--- src/rtl/rgb_to_hsv_stream.sv ---
// rgb_to_hsv_stream: converts an RGB565 pixel stream into HSV for the ball colour
// classifier. One pixel is in flight at a time, and one restoring divider is shared
// between the saturation and hue steps.
//
// Ports
//   clk, rst_n    clock and asynchronous active-low reset
//   in_valid      a pixel is present on in_r/in_g/in_b
//   in_ready      the block accepts a pixel this cycle (IDLE only)
//   in_r/g/b      RGB565 pixel (green is 6-bit)
//   line_start    the accepted pixel is pixel 0 of a new line
//   write         one-cycle strobe: hue/saturation/value/horiz_count are valid
//   hue           0..359 degrees
//   saturation    0..31
//   value         0..31
//   horiz_count   index of the emitted pixel within its line (saturating)
//
// Configuration macro: HSV_GREY_BYPASS_EN. When it is defined, pixels with
// max-min < GREY_TH skip the divider. When it is undefined, only max==min skips it.
module rgb_to_hsv_stream #(
   parameter int unsigned GREY_TH  = 2,
   parameter int unsigned HCOUNT_W = 10
) (
   input  logic                clk,
   input  logic                rst_n,
   input  logic                in_valid,
   output logic                in_ready,
   input  logic [4:0]          in_r,
   input  logic [5:0]          in_g,
   input  logic [4:0]          in_b,
   input  logic                line_start,
   output logic                write,
   output logic [8:0]          hue,
   output logic [4:0]          saturation,
   output logic [4:0]          value,
   output logic [HCOUNT_W-1:0] horiz_count
);

   localparam int unsigned DIV_W     = 11;
   localparam int unsigned DIV_STEPS = 11;
   localparam int unsigned CNT_W     = 4;
   localparam logic [HCOUNT_W-1:0] HC_MAX = {HCOUNT_W{1'b1}};

   typedef enum logic [2:0] {IDLE, MINMAX, SAT_DIV, HUE_DIV, EMIT} state_t;

   state_t state, next_state;

   logic                accept;
   logic [4:0]          r_q, g5_q, b_q;
   logic [HCOUNT_W-1:0] line_cnt, line_next, hc_q;
   logic [4:0]          mx_q, d_q, ax_q;
   logic [1:0]          sel_q;
   logic                neg_q;
   logic [4:0]          sat_q;
   logic [5:0]          q_q;
   logic [CNT_W-1:0]    cnt_q;
   logic [4:0]          div_rem, div_den;
   logic [DIV_W-1:0]    div_quo;

   assign accept = in_valid & in_ready;

   // Max/min/delta and the hue numerator from the latched pixel. Ties go to r, then g.
   logic       max_is_r, max_is_g;
   logic [4:0] mx_c, mn_c, d_c, ax_c;
   logic [1:0] sel_c;
   logic       neg_c, grey_c;

   always_comb begin
      max_is_r = (r_q >= g5_q) && (r_q >= b_q);
      max_is_g = !max_is_r && (g5_q >= b_q);
      mx_c  = b_q;
      mn_c  = (r_q <= g5_q) ? r_q : g5_q;
      sel_c = 2'd2;
      ax_c  = (r_q >= g5_q) ? (r_q - g5_q) : (g5_q - r_q);
      neg_c = (r_q < g5_q);
      if (max_is_r) begin
         mx_c  = r_q;
         mn_c  = (g5_q <= b_q) ? g5_q : b_q;
         sel_c = 2'd0;
         ax_c  = (g5_q >= b_q) ? (g5_q - b_q) : (b_q - g5_q);
         neg_c = (g5_q < b_q);
      end else if (max_is_g) begin
         mx_c  = g5_q;
         mn_c  = (r_q <= b_q) ? r_q : b_q;
         sel_c = 2'd1;
         ax_c  = (b_q >= r_q) ? (b_q - r_q) : (r_q - b_q);
         neg_c = (b_q < r_q);
      end
      d_c = mx_c - mn_c;
   end

`ifdef HSV_GREY_BYPASS_EN
   assign grey_c = ({27'd0, d_c} < GREY_TH);
   logic unused_bits;
   assign unused_bits = in_g[0];
`else
   assign grey_c = (d_c == 5'd0);
   logic [5:0] unused_bits;
   assign unused_bits = {in_g[0], 5'(GREY_TH)};
`endif

   // One restoring-divider step: shift the next dividend bit into the remainder.
   logic [5:0]       div_shift;
   logic             div_ge;
   logic [4:0]       rem_next;
   logic [DIV_W-1:0] quo_next;

   always_comb begin
      div_shift = {div_rem, div_quo[DIV_W-1]};
      div_ge    = (div_shift >= {1'b0, div_den});
      rem_next  = div_ge ? 5'(div_shift - {1'b0, div_den}) : div_shift[4:0];
      quo_next  = {div_quo[DIV_W-2:0], div_ge};
   end

   // Line position of the pixel being accepted.
   always_comb begin
      line_next = line_cnt;
      if (line_start)
         line_next = '0;
      else if (line_cnt != HC_MAX)
         line_next = line_cnt + HCOUNT_W'(1);
   end

   // Hue = base + signed offset, wrapped into 0..359.
   logic [8:0] base_c, q9_c, hue_c;

   always_comb begin
      base_c = 9'd0;
      if (sel_q == 2'd1)      base_c = 9'd120;
      else if (sel_q == 2'd2) base_c = 9'd240;
      q9_c = 9'(q_q);
      if (!neg_q)
         hue_c = base_c + q9_c;
      else if (base_c >= q9_c)
         hue_c = base_c - q9_c;
      else
         hue_c = 9'd360 - q9_c;
   end

   // State register
   always_ff @(posedge clk or negedge rst_n) begin
      if (!rst_n) state <= IDLE;
      else        state <= next_state;
   end

   // Next-state logic
   always_comb begin
      next_state = state;
      case (state)
         IDLE:    if (accept) next_state = MINMAX;
         MINMAX:  next_state = grey_c ? EMIT : SAT_DIV;
         SAT_DIV: if (cnt_q == CNT_W'(DIV_STEPS - 1)) next_state = HUE_DIV;
         HUE_DIV: if (cnt_q == CNT_W'(DIV_STEPS - 1)) next_state = EMIT;
         EMIT:    next_state = IDLE;
         default: next_state = IDLE;
      endcase
   end

   // Datapath: pixel capture, line counter, divider sequencing
   always_ff @(posedge clk or negedge rst_n) begin
      if (!rst_n) begin
         r_q <= '0; g5_q <= '0; b_q <= '0;
         line_cnt <= '0; hc_q <= '0;
         mx_q <= '0; d_q <= '0; ax_q <= '0; sel_q <= '0; neg_q <= 1'b0;
         sat_q <= '0; q_q <= '0; cnt_q <= '0;
         div_rem <= '0; div_den <= '0; div_quo <= '0;
      end else begin
         case (state)
            IDLE: if (accept) begin
               r_q      <= in_r;
               g5_q     <= in_g[5:1];
               b_q      <= in_b;
               line_cnt <= line_next;
               hc_q     <= line_next;
            end
            MINMAX: begin
               mx_q    <= mx_c;
               d_q     <= d_c;
               ax_q    <= ax_c;
               cnt_q   <= '0;
               div_rem <= '0;
               div_den <= mx_c;
               div_quo <= DIV_W'(DIV_W'(d_c) * DIV_W'(31));
               if (grey_c) begin
                  sel_q <= 2'd0;
                  neg_q <= 1'b0;
                  sat_q <= '0;
                  q_q   <= '0;
               end else begin
                  sel_q <= sel_c;
                  neg_q <= neg_c;
               end
            end
            SAT_DIV: begin
               if (cnt_q == CNT_W'(DIV_STEPS - 1)) begin
                  sat_q   <= quo_next[4:0];
                  cnt_q   <= '0;
                  div_rem <= '0;
                  div_den <= d_q;
                  div_quo <= DIV_W'(DIV_W'(ax_q) * DIV_W'(60));
               end else begin
                  cnt_q   <= cnt_q + CNT_W'(1);
                  div_rem <= rem_next;
                  div_quo <= quo_next;
               end
            end
            HUE_DIV: begin
               if (cnt_q == CNT_W'(DIV_STEPS - 1)) begin
                  q_q   <= quo_next[5:0];
                  cnt_q <= '0;
               end else begin
                  cnt_q   <= cnt_q + CNT_W'(1);
                  div_rem <= rem_next;
                  div_quo <= quo_next;
               end
            end
            default: ;
         endcase
      end
   end

   // Registered outputs; results update only on the EMIT edge and then hold.
   always_ff @(posedge clk or negedge rst_n) begin
      if (!rst_n) begin
         in_ready    <= 1'b0;
         write       <= 1'b0;
         hue         <= '0;
         saturation  <= '0;
         value       <= '0;
         horiz_count <= '0;
      end else begin
         in_ready <= (next_state == IDLE);
         write    <= (state == EMIT);
         if (state == EMIT) begin
            hue         <= hue_c;
            saturation  <= sat_q;
            value       <= mx_q;
            horiz_count <= hc_q;
         end
      end
   end

endmodule

--- config.mk ---
export PLATFORM = sky130hd
export DESIGN_NAME = rgb_to_hsv_stream
export DESIGN_NICKNAME = d
export VERILOG_FILES = /design/src/rtl/rgb_to_hsv_stream.sv
export SDC_FILE = /design/constraint.sdc
export NUM_CORES = 1
export LEC_CHECK = 0
export ABC_AREA = 1
export ABC_CLOCK_PERIOD_IN_PS = 5700
export CAP_MARGIN = 20
export CELL_PAD_IN_SITES_DETAIL_PLACEMENT = 0
export CELL_PAD_IN_SITES_GLOBAL_PLACEMENT = 2
export CORE_ASPECT_RATIO = 0.75
export CORE_MARGIN = 4
export CORE_UTILIZATION = 33
export DETAILED_ROUTE_END_ITERATION = 10
export PLACE_DENSITY_LB_ADDON = 0.1
export SYNTH_ARGS = -nofsm -noshare
export SYNTH_HDL_FRONTEND = slang
export SYNTH_SLANG_ARGS = --single-unit
export TNS_END_PERCENT = 30
--- constraint.sdc ---
create_clock -name clk -period 5.7 [get_ports clk]
set_input_delay 1.14 -clock clk [delete_from_list [all_inputs] [get_ports clk]]
set_output_delay 1.14 -clock clk [all_outputs]
set_load 0.05 [all_outputs]
-- Word-level counts from Yosys, hierarchy flattened
Index checks and enable logic that the tools add are counted.
- add/sub/neg operators: 13
- div/mod/pow operators: 0
- multipliers: 2
- magnitude comparators: 12
- reduce and logical (&&, ||, !) cells: 18
- bitwise gates (word level): 1
- eq/ne operators: 12
- muxes and demuxes: 46
- shift operators: 0
- operators with widths (cell ; number):
    $mux 5 ; 18
    $sub 5x5->5 ; 8
    $pmux 11 s3 ; 1
    $mux 11 ; 2
    $ge 5x5->1 ; 4
    $mux 10 ; 2
    $pmux 5 s2 ; 2
    $mux 9 ; 2
    $mux 8 ; 2
    $le 5x5->1 ; 3
    $lt 5x5->1 ; 3
    $pmux 5 s3 ; 1
    $mux 3 ; 4
    $mux 6 ; 2
    $pmux 3 s4 ; 1
    $pmux 6 s2 ; 1
    $add 10x1->10 const B ; 1
    $mul 5x5->10 const B ; 1
    $ne 10x10->1 const B ; 1
    $add 9x6->9 ; 1
    $ge 9x6->1 ; 1
    $mul 5x4->9 const B ; 1
    $reduce_and 3->1 ; 3
    $sub 9x6->9 ; 1
    23 further kinds ; 38
- bits in registers: 113
- output and inout port bits: 31
- bits of input ports: 20
- latch bits: 0
- memory bits (writable): 0
- memory bits (read-only): 0
- logic and storage cells: 126
- memories kept: 0

-- Longest topological paths before layout
- word-level depth: 11
- gate-level depth with buffers: 33
- mapped depth without buffers: 33

-- Worst setup path after synthesis
No wires, ideal clock.
- kind: flip-flop to flip-flop
- start point: register g5_q[1]
- end point: register div_quo[7]
- path slack: 0.045 ns
- period minus slack after synthesis: 5.655 ns
- path buffers: 0
- setup time: 0.131 ns
- stages on the path, launching flop included: 29
- arrival time: 5.524 ns
- required time: 5.569 ns
- cells stage by stage: dfrtp_1 inv_1 ha_1 nand3b_1 nand2_1 nand2_1 nand3_4 inv_2 nand2_1 o221ai_1 inv_1 ha_1 fa_1 xnor2_1 inv_1 fa_1 inv_1 fa_1 inv_1 fa_1 inv_1 nand2_1 a21oi_1 a21oi_1 o21ai_0 xnor2_1 nor2_1 o21ai_0 o21ai_0
- cells in the longest elaborated chain, start to end: 9
- elaborated cells between the ends (all ways): 16
- classes of those cells: add/sub: 1; mul: 1; order compare: 4; mux: 7; reduce/logical: 3
- ends and longest elaborated chain (item ; line ; text):
    from (decl) ; 48 ; logic [4:0] r_q, g5_q, b_q;
    from (signal assigned) ; 170 ; g5_q <= in_g[5:1];
    $ge 5x5->1 ; 68 ; max_is_r = (r_q >= g5_q) && (r_q >= b_q);
    $logic_and 1x1->1 ; 68 ;
    $logic_not 1->1 ; 69 ; max_is_g = !max_is_r && (g5_q >= b_q);
    $logic_and 1x1->1 ; 69 ;
    $mux 5 ; 81 ; end else if (max_is_g) begin
    $mux 5 ; 75 ; if (max_is_r) begin
    $sub 5x5->5 (*) ; 88 ; d_c = mx_c - mn_c;
    named net d_c[2] ; 63 ; logic [4:0] mx_c, mn_c, d_c, ax_c;
    $mul 5x5->10 (*) ; 182 ; div_quo <= DIV_W'(DIV_W'(d_c) * DIV_W'(31));
    $pmux 11 s3 (*) ; 167 ; case (state)
    to (signal assigned) ; 182 ;
    to (signal assigned) ; 199 ; div_quo <= DIV_W'(DIV_W'(ax_q) * DIV_W'(60));
    to (signal assigned) ; 203 ; div_quo <= quo_next;
    to (decl) ; 57 ; logic [DIV_W-1:0] div_quo;
The timed path passes the listed nets; every way through them passes the cells marked *.
A chain may end at the register's enable or synchronous reset.

-- Worst setup path in the final report
- start point: register b_q[2]
- end point: register div_quo[8]
- cells in the longest elaborated chain, start to end: 9
- elaborated cells between the ends (all ways): 16
- classes of those cells: add/sub: 1; mul: 1; order compare: 4; mux: 7; reduce/logical: 3
- ends and longest elaborated chain (item ; line ; text):
    from (decl) ; 48 ;
    from (signal assigned) ; 171 ; b_q <= in_b;
    $ge 5x5->1 ; 68 ;
    $logic_and 1x1->1 ; 68 ;
    $logic_not 1->1 ; 69 ;
    $logic_and 1x1->1 ; 69 ;
    $mux 5 ; 81 ;
    $mux 5 ; 75 ;
    $sub 5x5->5 (*) ; 88 ;
    $mul 5x5->10 (*) ; 182 ;
    $pmux 11 s3 (*) ; 167 ;
Mark *: on every way between the ends. The rest lies on a longest branch, timed or not.

==> results.md <==
* Core Region at 0.0243 mm2
* Most frequent cells in the layout: 215 x nand2_1, 135 x inv_1, 113 x o21ai_0
* Share of cells above drive strength 1 at 0.196
* Ys async rst share at 1.00
* Yosys reg bits at 113
* Fill cells at 2478
* CTS hold repair buffers at 0
* DP HPWL at 19.6 mm
* Number of synthesized flops with an enable pin at 0
* Die Y at 145 um
* Post-route cell area at 0.0108 mm2
* Final core occ at 0.444
* Total gr overflow at 0
* Wire per inst at 16.2 um
* Fin Clk Skew at 0.0104 ns
* Crit path launch type: flop
* YS warnings at 0
* CTS tree: built
* FP Rows at 49
* Worst endpoint required time at 6.00 ns
* Slew @ Worst Pin at 0.800 ns
* Setup-failing EPs final at 0
* CP endpoint kind: flop
* Top Ports at 51
* Number of remaining DRC errors at 0
* Max FO, Critical Path at 5
* Slew headroom at 0.466
* Yosys cell types at 47
* Die area at 0.0276 mm2
* Drt via density at 4.73
* Number of vias after detailed routing at 7292
* Critical path type: flop to flop
* Multi-input logic area at 0.00502 mm2
* Initial antenna violation count at 0
* Cell Area, Synth at 0.00823 mm2
* WL final at 25.0 mm
* Global Route Usage Sum at 0.189
* Top achievable clock speed at 183 MHz
* CP arrival at 5.77 ns
* DR iter-0 viols at 480
* Time the worst path needs with I/O delays and setup at 5.48 ns
* Status: complete, no violations
* Syn nets at 1159
* Syn Inst Count at 1036
* Worst min path class: flop to flop
* Antenna Nets Post-Route at 0
* GP Congestion at 0.856
* Sequential standard cell area at 0.00284 mm2
* Post-Syn Area per Cell at 7.94 um2
* Drt pass-1 iters at 5
* Die W at 190 um
* Cts bufs inserted at 17
* Clock latency on the worst-skew pair at 0.43 ns
* Place WS at -0.0500 ns
* Area grow syn2layout at 31.0%
* Dpl cell area at 0.00982 mm2
* Final Cycle Share at 0.961
* Starting density of the core at 0.339
* Primary FF master, synth: dfrtp_1
* Pin count of the biggest net entering global routing at 61
* Clock slew at reported path FFs at 0.06 ns
* Ant. Diodes at 0
* Final Hold Fails at 0
* Clk Tree Root Cell: clkbuf_16
* Most common cell after layout, fill and taps aside: nand2_1
* Vias in the first global route at 7327
* Final WS setup at 0.224 ns
* Post-synthesis sequential area ratio at 0.344
* Clk sinks at 113
* NumNets Final at 1321
* Slew Limit Fails at 0
* Maxcap violations at 0
* CP peak stage delay at 0.57 ns
* Slowest stage cell, crit path: fa_1
* RSZ-0062 raised after global routing: true
* H-tree depth at 4
* Port-buffer cells at 49
* Global-route wire length before repair at 40.4 mm
* Clock buffer depth at 2
what timing repair did:
action                                  4_1_cts  5_1_grt
gates resized for setup                       8       65
pin swaps                                     3       17
setup buffers                                 1       11
endpoints found under the setup margin        3        6
final timing paths:
path,startpoint,to,slack [ns],cells after the start
worst max-delay path,b_q[2],div_quo[8],0.22,30
worst min-delay path,sat_q[0],sat_q[0],0.47,2
worst max register to register,b_q[2],div_quo[8],0.22,30
worst min register to register,sat_q[0],sat_q[0],0.47,2
max in group asynchronous,rst_n,b_q[1],3.97,2
min in group asynchronous,rst_n,r_q[1],0.59,1
cell families after synthesis:
kind of cell | count (synthesis) | synth area share
DFF | 113 | 0.344
buffers and inverters | 170 | 0.0786
adders and majority gates | 103 | 0.176
xor gates and xnor gates | 31 | 0.0330
AOI/OAI and AO/OA | 227 | 0.154
and+or+nand+nor | 392 | 0.215
final cells by class:
cell class                      count  area share
Clock buffer                       21      0.0418
Multi-Input combinational cell    753       0.466
Sequential cell                   113       0.263
Clock inverter                     11      0.0128
Inverter                          154      0.0545
Tap cell                          331      0.0384
Timing Repair Buffer              159       0.124
layer usage:
| metal | GRT usage | part of all wire | vias to the layer above |
|---|---|---|---|
| li1 | - | - | 3736 |
| met1 | 0.300 | 0.56 | 3417 |
| met2 | 0.263 | 0.39 | 121 |
| met3 | 0.0341 | 0.042 | 18 |
| met4 | 0.0438 | 0.010 | 0 |
| met5 | 0 | 0 | - |
state kept, by name (all words and copies together) (netlist names):
signal	flops
q_q	6
hue	9
div_den	5
r_q	5
value	5
write	1
sat_q	5
hc_q	10
ax_q	5
sel_q	2
horiz_count	10
state	3
d_q	5
g5_q	5
in_ready	1
div_quo	11
saturation	5
neg_q	1
div_rem	5
b_q	5
mx_q	5
cnt_q	4
metrics by stage:
| stage | hold WS, ns | TNS [ns] | std cells |
|---|---|---|---|
| floorplan | 0.442 | 0 | 1036 |
| global placement | 0.459 | -0.251 | 1499 |
| detailed placement | 0.459 | -0.108 | 1499 |
| CTS | 0.474 | 0 | 1532 |
| global route | 0.506 | -0.246 | 1542 |
| finish | 0.471 | 0 | 1542 |
synth_stat cells, types with 3 or more instances:
| cell | instances | area, um2 |
|---|---|---|
| ha_1 | 82 | 1030 |
| or2_2 | 5 | 31.3 |
| nor2_1 | 71 | 267 |
| nand2_1 | 224 | 841 |
| clkbuf_1 | 12 | 45.0 |
| xor2_1 | 19 | 166 |
| a21oi_1 | 54 | 270 |
| o221ai_1 | 3 | 26.3 |
| a211oi_1 | 3 | 22.5 |
| a22o_1 | 3 | 26.3 |
| nand3_2 | 6 | 60.1 |
| a31oi_1 | 7 | 43.8 |
| nand3_1 | 46 | 230 |
| buf_2 | 3 | 15.0 |
| inv_2 | 9 | 33.8 |
| nor3b_1 | 4 | 30.0 |
| nand4_1 | 5 | 31.3 |
| fa_1 | 21 | 420 |
| nor3_1 | 8 | 40.0 |
| nand2_4 | 6 | 67.6 |
| o21ai_0 | 118 | 591 |
| o22ai_1 | 16 | 100 |
| xnor2_1 | 12 | 105 |
| o21bai_1 | 3 | 22.5 |
| dfrtp_1 | 113 | 2830 |
| inv_1 | 143 | 537 |
| a221oi_1 | 4 | 35.0 |
| nand2_2 | 7 | 43.8 |
worst max-delay path: cells and delay by family (launching register included):
| kind | cells | cell delay (ns) |
|---|---|---|
| fa+ha+maj | 5 | 2.42 |
| simple gates | 12 | 1.03 |
| buf+inv | 7 | 0.53 |
| xor+xnor | 1 | 0.13 |
| compound gates | 5 | 0.80 |
| flops | 1 | 0.44 |
Power is not shown: default switching activity piles up to over one toggle a cycle in this logic, so the estimate is an artifact.
